<file path="src/rtl/mem_noc_sram_resp_pkg.sv">
// Channel payload types, defaults and FSM encoding shared by the NoC SRAM responder and its bench.
package mem_noc_sram_resp_pkg;

  localparam int MEMNOC_SRAM_AW = 10;
  localparam int ID_W   = 4;
  localparam int ADDR_W = 32;
  localparam int LEN_W  = 8;
  localparam int DATA_W = 32;

  typedef struct packed {
    logic [ID_W-1:0]   id;
    logic [ADDR_W-1:0] addr;
    logic [LEN_W-1:0]  len;
  } cache_mem_if_aw_t;

  typedef struct packed {
    logic [ID_W-1:0]   id;
    logic [ADDR_W-1:0] addr;
    logic [LEN_W-1:0]  len;
  } cache_mem_if_ar_t;

  typedef struct packed {
    logic [ID_W-1:0]   id;
    logic [DATA_W-1:0] data;
    logic              last;
  } cache_mem_if_w_t;

  typedef struct packed {
    logic [ID_W-1:0] id;
    logic [1:0]      resp;
  } cache_mem_if_b_t;

  typedef struct packed {
    logic [ID_W-1:0]   id;
    logic [DATA_W-1:0] data;
    logic [1:0]        resp;
    logic              last;
  } cache_mem_if_r_t;

  typedef enum logic [2:0] {
    ST_IDLE,
    ST_WR_DATA,
    ST_WR_RESP,
    ST_RD_ISSUE,
    ST_RD_DRAIN
  } memnoc_state_e;

endpackage

</file>
<file path="src/rtl/mem_noc_rsp_fifo.sv">
// Small synchronous FIFO with occupancy count; the caller guarantees no push when full
// and no pop when empty.
module mem_noc_rsp_fifo #(
  parameter int DEPTH = 2,
  parameter int WIDTH = 8
) (
  input  logic                       clk,
  input  logic                       rst,
  input  logic                       push,
  input  logic [WIDTH-1:0]           din,
  input  logic                       pop,
  output logic [WIDTH-1:0]           dout,
  output logic                       empty,
  output logic [$clog2(DEPTH+1)-1:0] count
);
  localparam int PTR_W = (DEPTH > 1) ? $clog2(DEPTH) : 1;
  localparam int CNT_W = $clog2(DEPTH+1);

  logic [WIDTH-1:0] mem_q [DEPTH];
  logic [PTR_W-1:0] wr_ptr_q, wr_ptr_d, rd_ptr_q, rd_ptr_d;
  logic [CNT_W-1:0] cnt_q, cnt_d;

  function automatic logic [PTR_W-1:0] ptr_inc(input logic [PTR_W-1:0] p);
    return (p == PTR_W'(DEPTH-1)) ? '0 : p + PTR_W'(1);
  endfunction

  always_comb begin
    wr_ptr_d = wr_ptr_q;
    rd_ptr_d = rd_ptr_q;
    cnt_d    = cnt_q;
    if (push) wr_ptr_d = ptr_inc(wr_ptr_q);
    if (pop)  rd_ptr_d = ptr_inc(rd_ptr_q);
    case ({push, pop})
      2'b10:   cnt_d = cnt_q + CNT_W'(1);
      2'b01:   cnt_d = cnt_q - CNT_W'(1);
      default: cnt_d = cnt_q;
    endcase
  end

  always_ff @(posedge clk or posedge rst) begin
    if (rst) begin
      wr_ptr_q <= '0;
      rd_ptr_q <= '0;
      cnt_q    <= '0;
    end else begin
      wr_ptr_q <= wr_ptr_d;
      rd_ptr_q <= rd_ptr_d;
      cnt_q    <= cnt_d;
    end
  end

  always_ff @(posedge clk) begin
    if (push) mem_q[wr_ptr_q] <= din;
  end

  assign dout  = mem_q[rd_ptr_q];
  assign empty = (cnt_q == '0);
  assign count = cnt_q;

endmodule

</file>
<file path="src/rtl/mem_noc_sram_resp.sv">
// NoC slave-port responder backing AW/W/AR bursts with a 1-cycle-latency single-port SRAM.
//   state       | meaning
//   ST_IDLE     | arbitrate AW vs AR; beat 0 of a read issues in the AR handshake cycle
//   ST_WR_DATA  | write one SRAM word per W beat until wlast
//   ST_WR_RESP  | hold B until bready
//   ST_RD_ISSUE | issue remaining read beats while the R buffer has credit
//   ST_RD_DRAIN | wait for the final beat to leave the R buffer
module mem_noc_sram_resp
  import mem_noc_sram_resp_pkg::*;
#(
  parameter int SRAM_AW        = MEMNOC_SRAM_AW,
  parameter int RSP_FIFO_DEPTH = 2
) (
  input  logic                                 clk,
  input  logic                                 rst,
  input  logic                                 req_awvalid,
  input  logic [$bits(cache_mem_if_aw_t)-1:0]  req_aw,
  output logic                                 req_awready,
  input  logic                                 req_wvalid,
  input  logic [$bits(cache_mem_if_w_t)-1:0]   req_w,
  output logic                                 req_wready,
  input  logic                                 req_arvalid,
  input  logic [$bits(cache_mem_if_ar_t)-1:0]  req_ar,
  output logic                                 req_arready,
  output logic                                 rsp_bvalid,
  output logic [$bits(cache_mem_if_b_t)-1:0]   rsp_b,
  input  logic                                 rsp_bready,
  output logic                                 rsp_rvalid,
  output logic [$bits(cache_mem_if_r_t)-1:0]   rsp_r,
  input  logic                                 rsp_rready,
  output logic                                 sram_en,
  output logic                                 sram_we,
  output logic [SRAM_AW-1:0]                   sram_addr,
  output logic [DATA_W-1:0]                    sram_wdata,
  input  logic [DATA_W-1:0]                    sram_rdata,
  output logic                                 clk_en
);
  localparam int CNT_W = $clog2(RSP_FIFO_DEPTH+1);
  localparam int OCC_W = CNT_W + 1;

  cache_mem_if_aw_t aw;
  cache_mem_if_ar_t ar;
  cache_mem_if_w_t  w;
  cache_mem_if_r_t  fifo_din;

  memnoc_state_e    state_q, state_d;
  logic             rr_q, rr_d;
  logic [LEN_W-1:0] beat_q, beat_d, len_q, len_d;
  logic [SRAM_AW-1:0] base_q, base_d;
  logic [ID_W-1:0]  id_q, id_d;
  logic             inflight_q, inflight_d, inflight_last_q, inflight_last_d;

  logic             fifo_empty, rsp_pop, rd_credit, grant_rd;
  logic [CNT_W-1:0] fifo_cnt;
  logic             unused_bits;

  assign aw = req_aw;
  assign ar = req_ar;
  assign w  = req_w;
  assign unused_bits = ^{aw.addr[ADDR_W-1:SRAM_AW], ar.addr[ADDR_W-1:SRAM_AW], w.id};

  assign grant_rd   = req_arvalid & (~req_awvalid | rr_q);
  assign rsp_rvalid = ~fifo_empty;
  assign rsp_pop    = rsp_rvalid & rsp_rready;
  assign rsp_b      = {id_q, 2'b00};
  assign sram_wdata = w.data;
  assign fifo_din   = '{id: id_q, data: sram_rdata, resp: 2'b00, last: inflight_last_q};
  assign clk_en     = (state_q != ST_IDLE) | ~fifo_empty | req_awvalid | req_arvalid;

  // A read may issue only if its data is guaranteed a slot when it lands next cycle.
  assign rd_credit = (OCC_W'(fifo_cnt) + OCC_W'(inflight_q))
                   < (OCC_W'(RSP_FIFO_DEPTH) + OCC_W'(rsp_pop));

  always_comb begin
    state_d         = state_q;
    rr_d            = rr_q;
    beat_d          = beat_q;
    len_d           = len_q;
    base_d          = base_q;
    id_d            = id_q;
    inflight_d      = 1'b0;
    inflight_last_d = 1'b0;
    req_awready     = 1'b0;
    req_arready     = 1'b0;
    req_wready      = 1'b0;
    rsp_bvalid      = 1'b0;
    sram_en         = 1'b0;
    sram_we         = 1'b0;
    sram_addr       = base_q + SRAM_AW'(beat_q);
    case (state_q)
      ST_IDLE: begin
        req_awready = req_awvalid & ~grant_rd;
        req_arready = grant_rd;
        if (req_awvalid && req_arvalid) rr_d = ~rr_q;
        if (req_awready) begin
          id_d    = aw.id;
          base_d  = aw.addr[SRAM_AW-1:0];
          len_d   = aw.len;
          beat_d  = '0;
          state_d = ST_WR_DATA;
        end else if (req_arready) begin
          id_d            = ar.id;
          base_d          = ar.addr[SRAM_AW-1:0];
          len_d           = ar.len;
          beat_d          = LEN_W'(1);
          sram_en         = 1'b1;
          sram_addr       = ar.addr[SRAM_AW-1:0];
          inflight_d      = 1'b1;
          inflight_last_d = (ar.len == '0);
          state_d         = (ar.len == '0) ? ST_RD_DRAIN : ST_RD_ISSUE;
        end
      end
      ST_WR_DATA: begin
        req_wready = 1'b1;
        if (req_wvalid) begin
          sram_en = 1'b1;
          sram_we = 1'b1;
          beat_d  = beat_q + LEN_W'(1);
          if (w.last) state_d = ST_WR_RESP;
        end
      end
      ST_WR_RESP: begin
        rsp_bvalid = 1'b1;
        if (rsp_bready) state_d = ST_IDLE;
      end
      ST_RD_ISSUE: begin
        if (rd_credit) begin
          sram_en         = 1'b1;
          inflight_d      = 1'b1;
          inflight_last_d = (beat_q == len_q);
          beat_d          = beat_q + LEN_W'(1);
          if (beat_q == len_q) state_d = ST_RD_DRAIN;
        end
      end
      ST_RD_DRAIN: begin
        if (!inflight_q && (fifo_cnt == '0 || (fifo_cnt == CNT_W'(1) && rsp_pop)))
          state_d = ST_IDLE;
      end
      default: state_d = ST_IDLE;
    endcase
  end

  always_ff @(posedge clk or posedge rst) begin
    if (rst) begin
      state_q         <= ST_IDLE;
      rr_q            <= 1'b0;
      beat_q          <= '0;
      len_q           <= '0;
      base_q          <= '0;
      id_q            <= '0;
      inflight_q      <= 1'b0;
      inflight_last_q <= 1'b0;
    end else begin
      state_q         <= state_d;
      rr_q            <= rr_d;
      beat_q          <= beat_d;
      len_q           <= len_d;
      base_q          <= base_d;
      id_q            <= id_d;
      inflight_q      <= inflight_d;
      inflight_last_q <= inflight_last_d;
    end
  end

  mem_noc_rsp_fifo #(
    .DEPTH (RSP_FIFO_DEPTH),
    .WIDTH ($bits(cache_mem_if_r_t))
  ) u_rsp_fifo (
    .clk   (clk),
    .rst   (rst),
    .push  (inflight_q),
    .din   (fifo_din),
    .pop   (rsp_pop),
    .dout  (rsp_r),
    .empty (fifo_empty),
    .count (fifo_cnt)
  );

endmodule

</file>
<file path="config.mk">
export PLATFORM = sky130hd
export DESIGN_NAME = mem_noc_sram_resp
export DESIGN_NICKNAME = d
export VERILOG_FILES = /design/src/rtl/mem_noc_sram_resp_pkg.sv /design/src/rtl/mem_noc_rsp_fifo.sv /design/src/rtl/mem_noc_sram_resp.sv
export SDC_FILE = /design/constraint.sdc
export NUM_CORES = 1
export LEC_CHECK = 0
export CORE_ASPECT_RATIO = 0.75
export CORE_MARGIN = 2
export CORE_UTILIZATION = 30
export CTS_CLUSTER_DIAMETER = 40
export DETAILED_ROUTE_END_ITERATION = 6
export PLACE_DENSITY = 0.71
export SETUP_SLACK_MARGIN = 0.02
export SLEW_MARGIN = 5
export SYNTH_ARGS = -nofsm -noshare
export SYNTH_HDL_FRONTEND = slang
export SYNTH_SLANG_ARGS = --single-unit
</file>
<file path="constraint.sdc">
create_clock -name clk -period 3.1 [get_ports clk]
set_clock_uncertainty 0.15 [all_clocks]
set_input_delay 0.62 -clock clk [delete_from_list [all_inputs] [get_ports clk]]
set_output_delay 0.62 -clock clk [all_outputs]
set_load 0.1 [all_outputs]
</file>
# Yosys cells after proc, flatten, opt, wreduce, memory -nomap -nowiden
# Memory sizes are Yosys's and may differ from the RTL's.
# Index checks and enable logic that the tools add are counted.
totals:
  register_bits: 40
  mem_bits_rw: 74
  memories: 1
mem_list:
  columns: ["name", "words", "word_bits", "read_ports", "rd_clocked_by_memory_dff", "wr", "line", "source"]
  rows:
  - ["u_rsp_fifo.mem_q", 2, 37, 1, 0, 1, "mem_noc_rsp_fifo.sv:19", "logic [WIDTH-1:0] mem_q [DEPTH];"]
op_classes:
  n_addsub: 8
  magnitude_cmp: 1
  eq_ne: 15
  n_mux: 44
  n_bitwise: 11
  n_reduce_logical: 16
op_table:
  columns: ["operator", "n"]
  rows:
  - ["10-bit 2-to-1 mux", 5]
  - ["8-bit 2-to-1 mux", 6]
  - ["3-bit 2-to-1 mux", 9]
  - ["8-bit case mux with 3 select lines", 1]
  - ["1-bit 2-to-1 mux", 16]
  - ["3-bit case mux with 5 select lines", 1]
  - ["2-bit inequality test, second input constant", 6]
  - ["10-bit by 8-bit adder with 10-bit output", 1]
  - ["8-bit by 1-bit adder with 8-bit output, second input constant", 1]
  - ["8-bit == test", 1]
  - ["8-bit zero test", 1]
  - ["4-bit 2-to-1 mux", 2]
  - ["7-bit AND reduction", 1]
  - ["3-bit by 2-bit == test with 1-bit output, second input constant", 2]
  - ["3-bit nonzero test", 2]
  - ["2-bit by 1-bit == test with 1-bit output, second input constant", 2]
  - ["1-bit inverter", 4]
  - ["1-bit bitwise OR", 4]
  - ["1-bit case mux with 2 select lines", 2]
  - ["2-bit case mux with 2 select lines", 1]
  - ["2-bit AND reduction", 2]
  - ["4-bit AND reduction", 1]
  - ["2-bit nonzero test", 2]
  - ["2-bit by 1-bit adder with 3-bit output", 1]
  - ["other kinds (16)", 21]

# Logic depth before layout (Yosys ltp)
# Gate-level depths: netlist of the first run.
logic_depth:
  ltp_word: 8
  depth_mapped: 7

# Modules after synthesis
# A second synthesis of the first run with hierarchy kept.
unflattened:
  cells_unflattened: 461
  area_unflattened_um2: 5791.8
by_module_without_submodules:
  columns: ["mod", "instances", "cells_each", "area_per_inst_um2", "seq_area_each_um2"]
  rows:
  - ["mem_noc_rsp_fifo", 1, 137, 3007.9, 2442.3]
  - ["mem_noc_sram_resp", 1, 324, 2783.9, 900.9]

# Least setup slack after synthesis of the first run
# No wires, ideal clock.
synth_path:
  kind: "in2out"
  start: "in req_awvalid"
  end: "out sram_addr[2]"
  arrival_time_ns: 3.798
  t_required_ns: 2.330
  slack_ns: -1.468
  stages: 5
  n_path_buf: 1
  path_cell_list: "nand2b_1 > nand3_1 > inv_1 > clkbuf_1 > o21ai_0"
synth_via:
  elab_chain_cells: 7
  elab_cells_between_ends: 8
synth_lines:
  columns: ["item", "line", "source"]
  rows:
  - ["start, declared", "mem_noc_sram_resp.sv:16", "input logic req_awvalid,"]
  - ["1-bit inverter", "mem_noc_sram_resp.sv:62", "assign grant_rd = req_arvalid & (~req_awvalid | rr_q);"]
  - ["1-bit bitwise OR", "mem_noc_sram_resp.sv:62", null]
  - ["1-bit bitwise AND", "mem_noc_sram_resp.sv:62", null]
  - ["1-bit inverter", "mem_noc_sram_resp.sv:92", "req_awready = req_awvalid & ~grant_rd;"]
  - ["1-bit bitwise AND", "mem_noc_sram_resp.sv:92", null]
  - ["10-bit 2-to-1 mux (*)", "mem_noc_sram_resp.sv:95", "if (req_awready) begin"]
  - ["10-bit 2-to-1 mux (*)", "mem_noc_sram_resp.sv:90", "case (state_q)"]
  - ["end, declared", "mem_noc_sram_resp.sv:33", "output logic [SRAM_AW-1:0] sram_addr,"]
# Mark *: on every way between the ends. The rest lies on a longest branch, timed or not.

# Worst setup path in the final report of the first run
layout_path:
  start: "reg base_q[0]"
  end: "out sram_addr[8]"
layout_via:
  elab_chain_cells: 4
layout_lines:
  columns: ["item", "line", "source"]
  rows:
  - ["start, declared", "mem_noc_sram_resp.sv:49", "logic [SRAM_AW-1:0] base_q, base_d;"]
  - ["start signal, assigned", "mem_noc_sram_resp.sv:158", "base_q <= base_d;"]
  - ["10-bit by 8-bit adder with 10-bit output (*)", "mem_noc_sram_resp.sv:89", "sram_addr = base_q + SRAM_AW'(beat_q);"]
  - ["10-bit 2-to-1 mux", "mem_noc_sram_resp.sv:101", "end else if (req_arready) begin"]
  - ["10-bit 2-to-1 mux", "mem_noc_sram_resp.sv:95", null]
  - ["10-bit 2-to-1 mux (*)", "mem_noc_sram_resp.sv:90", null]
# Marks and branches as above.

==> results.toml, run 1 <==
[outcome]
run_status = "finished with violations"
violations = "negative setup slack"

[setup_path]
crit_start = "base_q[0]"
critPathCapture = "sram_addr[8]"
ff2ff_setup_slack_ns = 0.76
cp.required_ns = 2.33
path_class = "flip-flop to output pin"
reg2reg_to = "beat_q[4]"
r2r_start = "u_rsp_fifo.count[0]"
endpoint_kind = "output pin"
path_max_fanout = 3
cp.arrival_ns = 2.43
start_kind = "flip-flop"
r2r.worst_path.cells = 8

[synth]
synthMuxAreaShare = 0.121
synth_fa_ha_area_frac = 0.0347
synth_area_leaders = "edfxtp_1 40%, dfrtp_1 18%, mux2_2 7.8%, buf_4 4.8%, mux2i_1 4.3%"
synth.largest_area_cell = "edfxtp_1"
synth_edf_count = 74
synth_xor_xnor_area_share = 0.0389
synth-seq-area-share = 0.573
ys_async_sr_fraction = 0.351
synth_flop_cell = "edfxtp_1"
yosys.area_share.simple = 0.0883
synth_warnings = 0
synth_compound_area_frac = 0.0747
synth_seq_cells = 114
synthesis.area_um2 = 5630
ys_types = 46
synth_top_area_frac = 0.395
synth_top_family_by_area = "multiplexers"
synthCells = 455
avgSynthCellArea_um2 = 12.4

[clock_network]
htreeDepth = 4
clk_pin_slew_ns = 0.05
cts_buffers = 17
clkLatencyLatePin_ns = 0.40
cts_buffer_depth = 2
cts-root-buf = "clkbuf_16"
cts_hold_buf = 0
clock_sinks = 114
cts_tree = "yes"

[route]
drt_iter0_drc = 287
avgRoutedWirePerCell_um = 16.6
drt_first_pass_iters = 4
drc = 0
drtAntennaViolNets = 0
vias_per_cell = 4.67
wl_um = 14300
vias = 4029

[placement]
routabilityCongestion = 0.818
portBuffers = 142
hpwl_um = 9840
placed_cells = 811

[global_route]
overflow = 0
grt_pass1_wl_um = 22100
antenna_found_initial = 0
grt_max_degree = 49
grt_pass1_vias = 4165
track_usage = 0.146

[sta]
rsz0062_at_grt = "true"
period_minus_slack_ns = 3.20
fin_hold_ws_ns = 0.295
tns_ns = -0.230
hold_violations = 0
setup_viol = 3
worstMarginPinSlew_ns = 0.901
min_period_over_period = 1.03
max_freq_ghz = 0.312
relSlewSlack = 0.400
setup_ws_ns = -0.100
final_max_slew_viol_count = 0

[cells_and_area]
fin_cells = 862
diodes = 0
postLayoutCoreUtil = 0.469
drive_gt1_frac = 0.346
area_growth_syn_to_layout_pct = 53.7
layout_commonest_cell = "clkdlybuf4s50_1"
final_nets = 781
layout_common_cells = "83 x clkdlybuf4s50_1, 74 x edfxtp_1, 52 x buf_12"

[die]
die_area_um2 = 19900
fp.dieH_um = 123
die_x_um = 162
pin_count = 259
core_um2 = 18500
rows = 43
start_util = 0.305

[job]
cap_violations = 0

[hold_path]
hp-class = "flip-flop to flip-flop"
## logic make-up (layout without fill, tap and decap cells)
| family | after synthesis | after routing |
|---|---|---|
| multiplexers | 63 | 63 |
| AO/OA/AOI/OAI | 71 | 71 |
| XOR/XNOR | 25 | 25 |
| AND/OR/NAND/NOR | 100 | 100 |
| other | 1 | 4 |
| buffers and inverters | 66 | 223 |
| adder cells (fa/ha/maj) | 15 | 15 |
| flip-flops | 114 | 114 |
## how the worst min path moves through the flow
stage | slack (ns) | to | cells after the start | from
floorplan | 0.27 | u_rsp_fifo.mem_q[0][0] | 0 | inflight_last_q
global placement | 0.29 | u_rsp_fifo.mem_q[0][0] | 0 | inflight_last_q
detailed placement | 0.28 | u_rsp_fifo.mem_q[1][0] | 0 | inflight_last_q
CTS | 0.30 | u_rsp_fifo.mem_q[0][0] | 0 | inflight_last_q
global route | 0.30 | u_rsp_fifo.mem_q[0][0] | 0 | inflight_last_q
finish | 0.30 | u_rsp_fifo.mem_q[0][0] | 0 | inflight_last_q
## cell type report
type	instances	area (µm²)
Sequential cell	114	3230
Fill cell	1610	9810
Clock inverter	13	113
Timing Repair Buffer	179	2210
Inverter	12	45.0
Clock buffer	19	433
Multi-Input combinational cell	278	2310
Tap cell	247	309
## what timing repair did
action / CTS / global route
resized for setup: 30 / 11
buffers inserted: 14 / 5
setup endpoints to repair: 7 / 7
pin swaps: 22 / 17
## sequential cells by signal, summed over array words and instances, names as in the netlist
| signal | cells |
|---|---|
| inflight_last_q | 1 |
| inflight_q | 1 |
| state_q | 3 |
| u_rsp_fifo.wr_ptr_q | 1 |
| u_rsp_fifo.rd_ptr_q | 1 |
| base_q | 10 |
| u_rsp_fifo.mem_q | 74 |
| u_rsp_fifo.count | 2 |
| rr_q | 1 |
| len_q | 8 |
| id_q | 4 |
| beat_q | 8 |
## metrics by stage
| step | area [µm²] | setup WS, ns |
|---|---|---|
| finish | 8650 | -0.100 |
| global placement | 7740 | 0.0254 |
| global route | 8650 | -0.206 |
| CTS | 8550 | -0.165 |
| floorplan | 5700 | -0.488 |
| detailed placement | 7740 | -0.0112 |
## metal layers
layer | vias up | wire [µm] | track usage
li1 | 1890 | - | -
met1 | 1932 | 5910 | 0.175
met2 | 162 | 6980 | 0.243
met3 | 45 | 1110 | 0.0541
met4 | 0 | 296 | 0.0531
met5 | - | 0 | 0
## Yosys cell counts, types with 5 or more instances
| master | number |
|---|---|
| a31oi_1 | 5 |
| nand2_1 | 19 |
| buf_4 | 36 |
| ha_1 | 14 |
| edfxtp_1 | 74 |
| mux2i_1 | 24 |
| nor2_1 | 40 |
| clkbuf_1 | 10 |
| inv_1 | 12 |
| o21ai_0 | 12 |
| a21oi_1 | 38 |
| nand3_1 | 7 |
| xnor2_1 | 6 |
| dfrtp_1 | 40 |
| nand2b_1 | 5 |
| xor2_1 | 19 |
| mux2_2 | 39 |
## critical path, cell delays in order (launching register included)
cell and delay [ns]:
dfrtp_1 0.42, ha_4 0.19, fa_2 0.38, a21oi_4 0.17, o211ai_1 0.15, a31oi_2 0.22
xnor2_1 0.13, o21ai_2 0.17, buf_12 0.19
Power of run 1 is left out: the tool's default activity adds up to more than one toggle a clock period on the data nets, which glitch-free logic cannot reach.
==> run 2: changes to the inputs <==
--- a/config.mk
+++ b/config.mk
@@ -10,6 +10,7 @@
 export CORE_UTILIZATION = 30
 export CTS_CLUSTER_DIAMETER = 40
 export DETAILED_ROUTE_END_ITERATION = 6
+export GPL_ROUTABILITY_DRIVEN = 0
 export PLACE_DENSITY = 0.71
 export SETUP_SLACK_MARGIN = 0.02
 export SLEW_MARGIN = 5
==> constraint.sdc (replaced) <==
create_clock -name clk -period 3.96 [get_ports clk]
set_clock_uncertainty 0.15 [all_clocks]
set_input_delay 0.792 -clock clk [delete_from_list [all_inputs] [get_ports clk]]
set_output_delay 0.792 -clock clk [all_outputs]
set_load 0.1 [all_outputs]
==> run 2 against run 1 <==
Effect of this change:
- the flow now finishes without violations
- flip-flop and latch count did not move
- register-to-register slack improved by 0.65 ns
- wire length fell by 4.7%
- global-route usage fell by 0.69 points
- sequential share of layout area rose by 4.6 points
- setup slack improved by 0.29 ns
- non-clock buffer count fell by 29
- count of clock-buffer cells in the layout did not move
- via count fell by 2.6%
- critical path depth did not move
- critical endpoint unchanged
- largest cell class unchanged
==> results.toml, run 2 (synthesis gave the netlist of run 1 again) <==
[sta]
relSlewSlack = 0.298
final_max_slew_viol_count = 0
max_freq_ghz = 0.265
tns_ns = 0
rsz0062_at_grt = "false"
hold_violations = 0
min_period_over_period = 0.951
worstMarginPinSlew_ns = 1.05
setup_viol = 0
period_minus_slack_ns = 3.77

[die]
die_area_um2 = 19900
pin_count = 259
fp.dieH_um = 123
start_util = 0.305
rows = 43
die_x_um = 162
core_um2 = 18500

[cells_and_area]
layout_commonest_cell = "clkdlybuf4s50_1"
nFillCells = 1710
diodes = 0
drive_gt1_frac = 0.251
seqCellArea_um2 = 3220
layout_common_cells = "87 x clkdlybuf4s50_1, 74 x edfxtp_1, 51 x buf_4"
largest_register = "u_rsp_fifo.mem_q"
area_growth_syn_to_layout_pct = 36.5
multi_input_area_um2 = 2060
final_nets = 752
largest_reg_flops = 74
reg_top3 = "u_rsp_fifo.mem_q (74), base_q (10)"

[route]
vias_per_cell = 4.71
drtAntennaViolNets = 0
vias = 3923
drt_iter0_drc = 224
drc = 0
avgRoutedWirePerCell_um = 16.4
drt_first_pass_iters = 4
wl_um = 13600

[setup_path]
path_class = "flip-flop to output pin"
cp.required_ns = 3.02
endpoint_kind = "output pin"
cp.arrival_ns = 2.83
start_kind = "flip-flop"
path_max_fanout = 8

[clock_network]
cts-root-buf = "clkbuf_16"
cts_resized = 0
cts_buffers = 17
clock_sinks = 114
cts_buffer_depth = 2
cts_tree = "yes"
cts_setup_buffers = 0
clkLatencyLatePin_ns = 0.41
clk_pin_slew_ns = 0.06
cts_hold_buf = 0
htreeDepth = 4

[placement]
portBuffers = 142
hpwl_um = 9730

[global_route]
grt_pass1_wl_um = 21000
grt_max_degree = 39
grt_pass1_vias = 4070
overflow = 0
track_usage = 0.139
antenna_found_initial = 0

[job]
cap_violations = 0

[hold_path]
hp-class = "flip-flop to flip-flop"

[outcome]
run_status = "finished clean"
==> run 2: cell count changes in the layout (fill, tap and decap cells not counted), sizes merged <==
| cell | previous run | this run |
|---|---|---|
| buf | 96 | 63 |
| clkdlybuf4s50 | 83 | 87 |
| inv | 14 | 13 |
| clkinv | 6 | 7 |
==> run 2: worst paths after layout <==
check | from | to | slack (ns) | cells after the start
hold / removal | inflight_last_q | u_rsp_fifo.mem_q[1][0] | 0.34 | 0
max in group asynchronous | rst | len_q[4] | 2.11 | 3
min in group asynchronous | rst | base_q[0] | 0.77 | 2
setup / recovery | beat_q[0] | sram_addr[8] | 0.19 | 8
setup reg to reg | u_rsp_fifo.count[0] | state_q[2] | 1.41 | 7
hold reg to reg | inflight_last_q | u_rsp_fifo.mem_q[1][0] | 0.34 | 0
==> run 2: critical path, stage by stage, from the launching register on <==
cell	delay (ns)
dfrtp_1	0.49
ha_1	0.30
fa_1	0.41
a21oi_1	0.28
o211ai_1	0.14
a31oi_1	0.28
xnor2_1	0.14
o21ai_2	0.18
buf_12	0.19
==> run 2: layout make-up <==
class / instances / share of cell area
inverter: 12 / 0.00587
sequential: 114 / 0.420
timing repair buffer: 150 / 0.195
tap: 247 / 0.0402
clock inverter: 13 / 0.0148
clock buffer: 19 / 0.0564
multi-input combinational: 278 / 0.268
==> run 2: metal layers <==
layer,GRT usage,vias to the layer above,share of wire,routed length (µm)
li1,-,1840,-,-
met1,0.163,1869,0.43,5830
met2,0.230,170,0.47,6340
met3,0.0460,44,0.075,1020
met4,0.0736,0,0.032,432
met5,0,-,0,0
==> run 2: per-stage QoR <==
step | hold slack, ns | instance area, µm² | setup WS, ns | utilization | instances
floorplan | 0.270 | 5660 | 0.0280 | - | 458
global placement | 0.317 | 7130 | 0.392 | 0.386 | 801
detailed placement | 0.321 | 7130 | 0.407 | 0.386 | 801
CTS | 0.327 | 7680 | 0.172 | 0.416 | 833
global route | 0.347 | 7680 | 0.0232 | 0.416 | 833
finish | 0.335 | 7680 | 0.193 | 0.416 | 833
Power of run 2 is left out for the same reason.
==> run 3: changes to the inputs <==
--- a/config.mk
+++ b/config.mk
@@ -7,11 +7,12 @@
 export LEC_CHECK = 0
 export CORE_ASPECT_RATIO = 0.75
 export CORE_MARGIN = 2
-export CORE_UTILIZATION = 30
+export CORE_UTILIZATION = 41
 export CTS_CLUSTER_DIAMETER = 40
 export DETAILED_ROUTE_END_ITERATION = 6
 export GPL_ROUTABILITY_DRIVEN = 0
-export PLACE_DENSITY = 0.71
+export MAX_ROUTING_LAYER = met4
+export PLACE_DENSITY = 0.9
 export SETUP_SLACK_MARGIN = 0.02
 export SLEW_MARGIN = 5
 export SYNTH_ARGS = -nofsm -noshare
==> run 3 against run 2 <==
Effect of this change:
- critical path depth fell by 1
- highest routed layer unchanged
- global-route usage rose by 5.0 points
- count of clock-buffer cells in the layout fell by 1
- final area fell by 0.26%
- register-to-register slack barely moved
- setup slack improved by 0.013 ns
==> results.toml, run 3 (synthesis gave the netlist of run 1 again) <==
[route]
drtAntennaViolNets = 0
avgRoutedWirePerCell_um = 17.5
vias = 3942
drc = 0
drt_iter0_drc = 229
wl_um = 13300
drt_first_pass_iters = 5
vias_per_cell = 5.19

[clock_network]
cts_tree = "yes"
cts-root-buf = "clkbuf_16"
cts_buffer_depth = 2
clk_pin_slew_ns = 0.06
cts_hold_buf = 0
cts_buffers = 17
cts_resized = 0
htreeDepth = 4
clock_sinks = 114
cts_setup_buffers = 0
clkLatencyLatePin_ns = 0.40

[setup_path]
start_kind = "flip-flop"
cp.arrival_ns = 2.81
path_max_fanout = 7
path_class = "flip-flop to output pin"
endpoint_kind = "output pin"
cp.required_ns = 3.02

[cells_and_area]
postLayoutCoreUtil = 0.565
nFillCells = 1088
diodes = 0
reg_top3 = "u_rsp_fifo.mem_q (74), base_q (10)"
largest_register = "u_rsp_fifo.mem_q"
largest_reg_flops = 74
layout_common_cells = "87 x clkdlybuf4s50_1, 74 x edfxtp_1, 49 x buf_4"
layout_commonest_cell = "clkdlybuf4s50_1"
final_nets = 750
area_growth_syn_to_layout_pct = 36.1
drive_gt1_frac = 0.252
seqCellArea_um2 = 3220
final_area_um2 = 7660
multi_input_area_um2 = 2060

[job]
cap_violations = 0

[hold_path]
hp-class = "flip-flop to flip-flop"

[die]
fp.dieH_um = 105
pin_count = 259
die_x_um = 139
start_util = 0.415
core_um2 = 13600
rows = 37
die_area_um2 = 14700

[sta]
relSlewSlack = 0.247
rsz0062_at_grt = "false"
max_freq_ghz = 0.266
min_period_over_period = 0.948
final_max_slew_viol_count = 0
hold_violations = 0
tns_ns = 0
setup_viol = 0
worstMarginPinSlew_ns = 1.13
period_minus_slack_ns = 3.75

[global_route]
grt_pass1_wl_um = 21100
track_usage = 0.189
grt_pass1_vias = 4141
overflow = 0
antenna_found_initial = 0
grt_max_degree = 41

[outcome]
run_status = "finished clean"

[placement]
dpl_cell_area_um2 = 7030
portBuffers = 142
hpwl_um = 9390
run 3: cell count changes in the layout (fill, tap and decap cells not counted), sizes merged:
cell | before | now
clkinvlp | 4 | 1
buf | 63 | 61
clkbuf | 19 | 18
bufinv | 1 | 4
inv | 13 | 16
clkinv | 7 | 5
run 3: final cells by class:
cell class / instances / area share
inverter: 12 / 0.00588
clock inverter: 14 / 0.0265
sequential: 114 / 0.421
multi-input combinational: 278 / 0.269
clock buffer: 18 / 0.0560
timing repair buffer: 148 / 0.193
tap: 175 / 0.0286
run 3: through the flow:
step	setup slack, ns	hold WS (ns)	cells
floorplan	0.0280	0.270	458
global placement	0.411	0.278	727
detailed placement	0.375	0.280	727
CTS	0.227	0.294	759
global route	0.0511	0.301	759
finish	0.205	0.296	759
run 3: layer usage:
| metal | wire, µm | part of all wire | vias up | global-route usage |
|---|---|---|---|---|
| met5 | 0 | 0 | - | - |
| met4 | 225 | 0.017 | 0 | 0.0808 |
| met3 | 1090 | 0.082 | 31 | 0.0568 |
| met2 | 6500 | 0.49 | 211 | 0.305 |
| met1 | 5470 | 0.41 | 1862 | 0.221 |
| li1 | - | - | 1838 | - |
run 3: worst paths after layout:
path,from,to,slack (ns),depth (start not counted)
max in group asynchronous,rst,u_rsp_fifo.rd_ptr_q,2.60,3
min in group asynchronous,rst,id_q[1],0.67,3
min,inflight_last_q,u_rsp_fifo.mem_q[0][0],0.30,0
max reg2reg,u_rsp_fifo.count[0],state_q[2],1.42,7
max,beat_q[2],sram_addr[7],0.21,7
min reg2reg,inflight_last_q,u_rsp_fifo.mem_q[0][0],0.30,0
run 3: worst max-delay path, cell delays in order (launching register included):
cell and delay (ns):
dfrtp_1 0.49, ha_1 0.41, o21ai_0 0.14, o21bai_1 0.23, a31oi_1 0.14, or4b_2 0.62
nand3_1 0.18, buf_12 0.20
Power of run 3 is left out for the same reason.
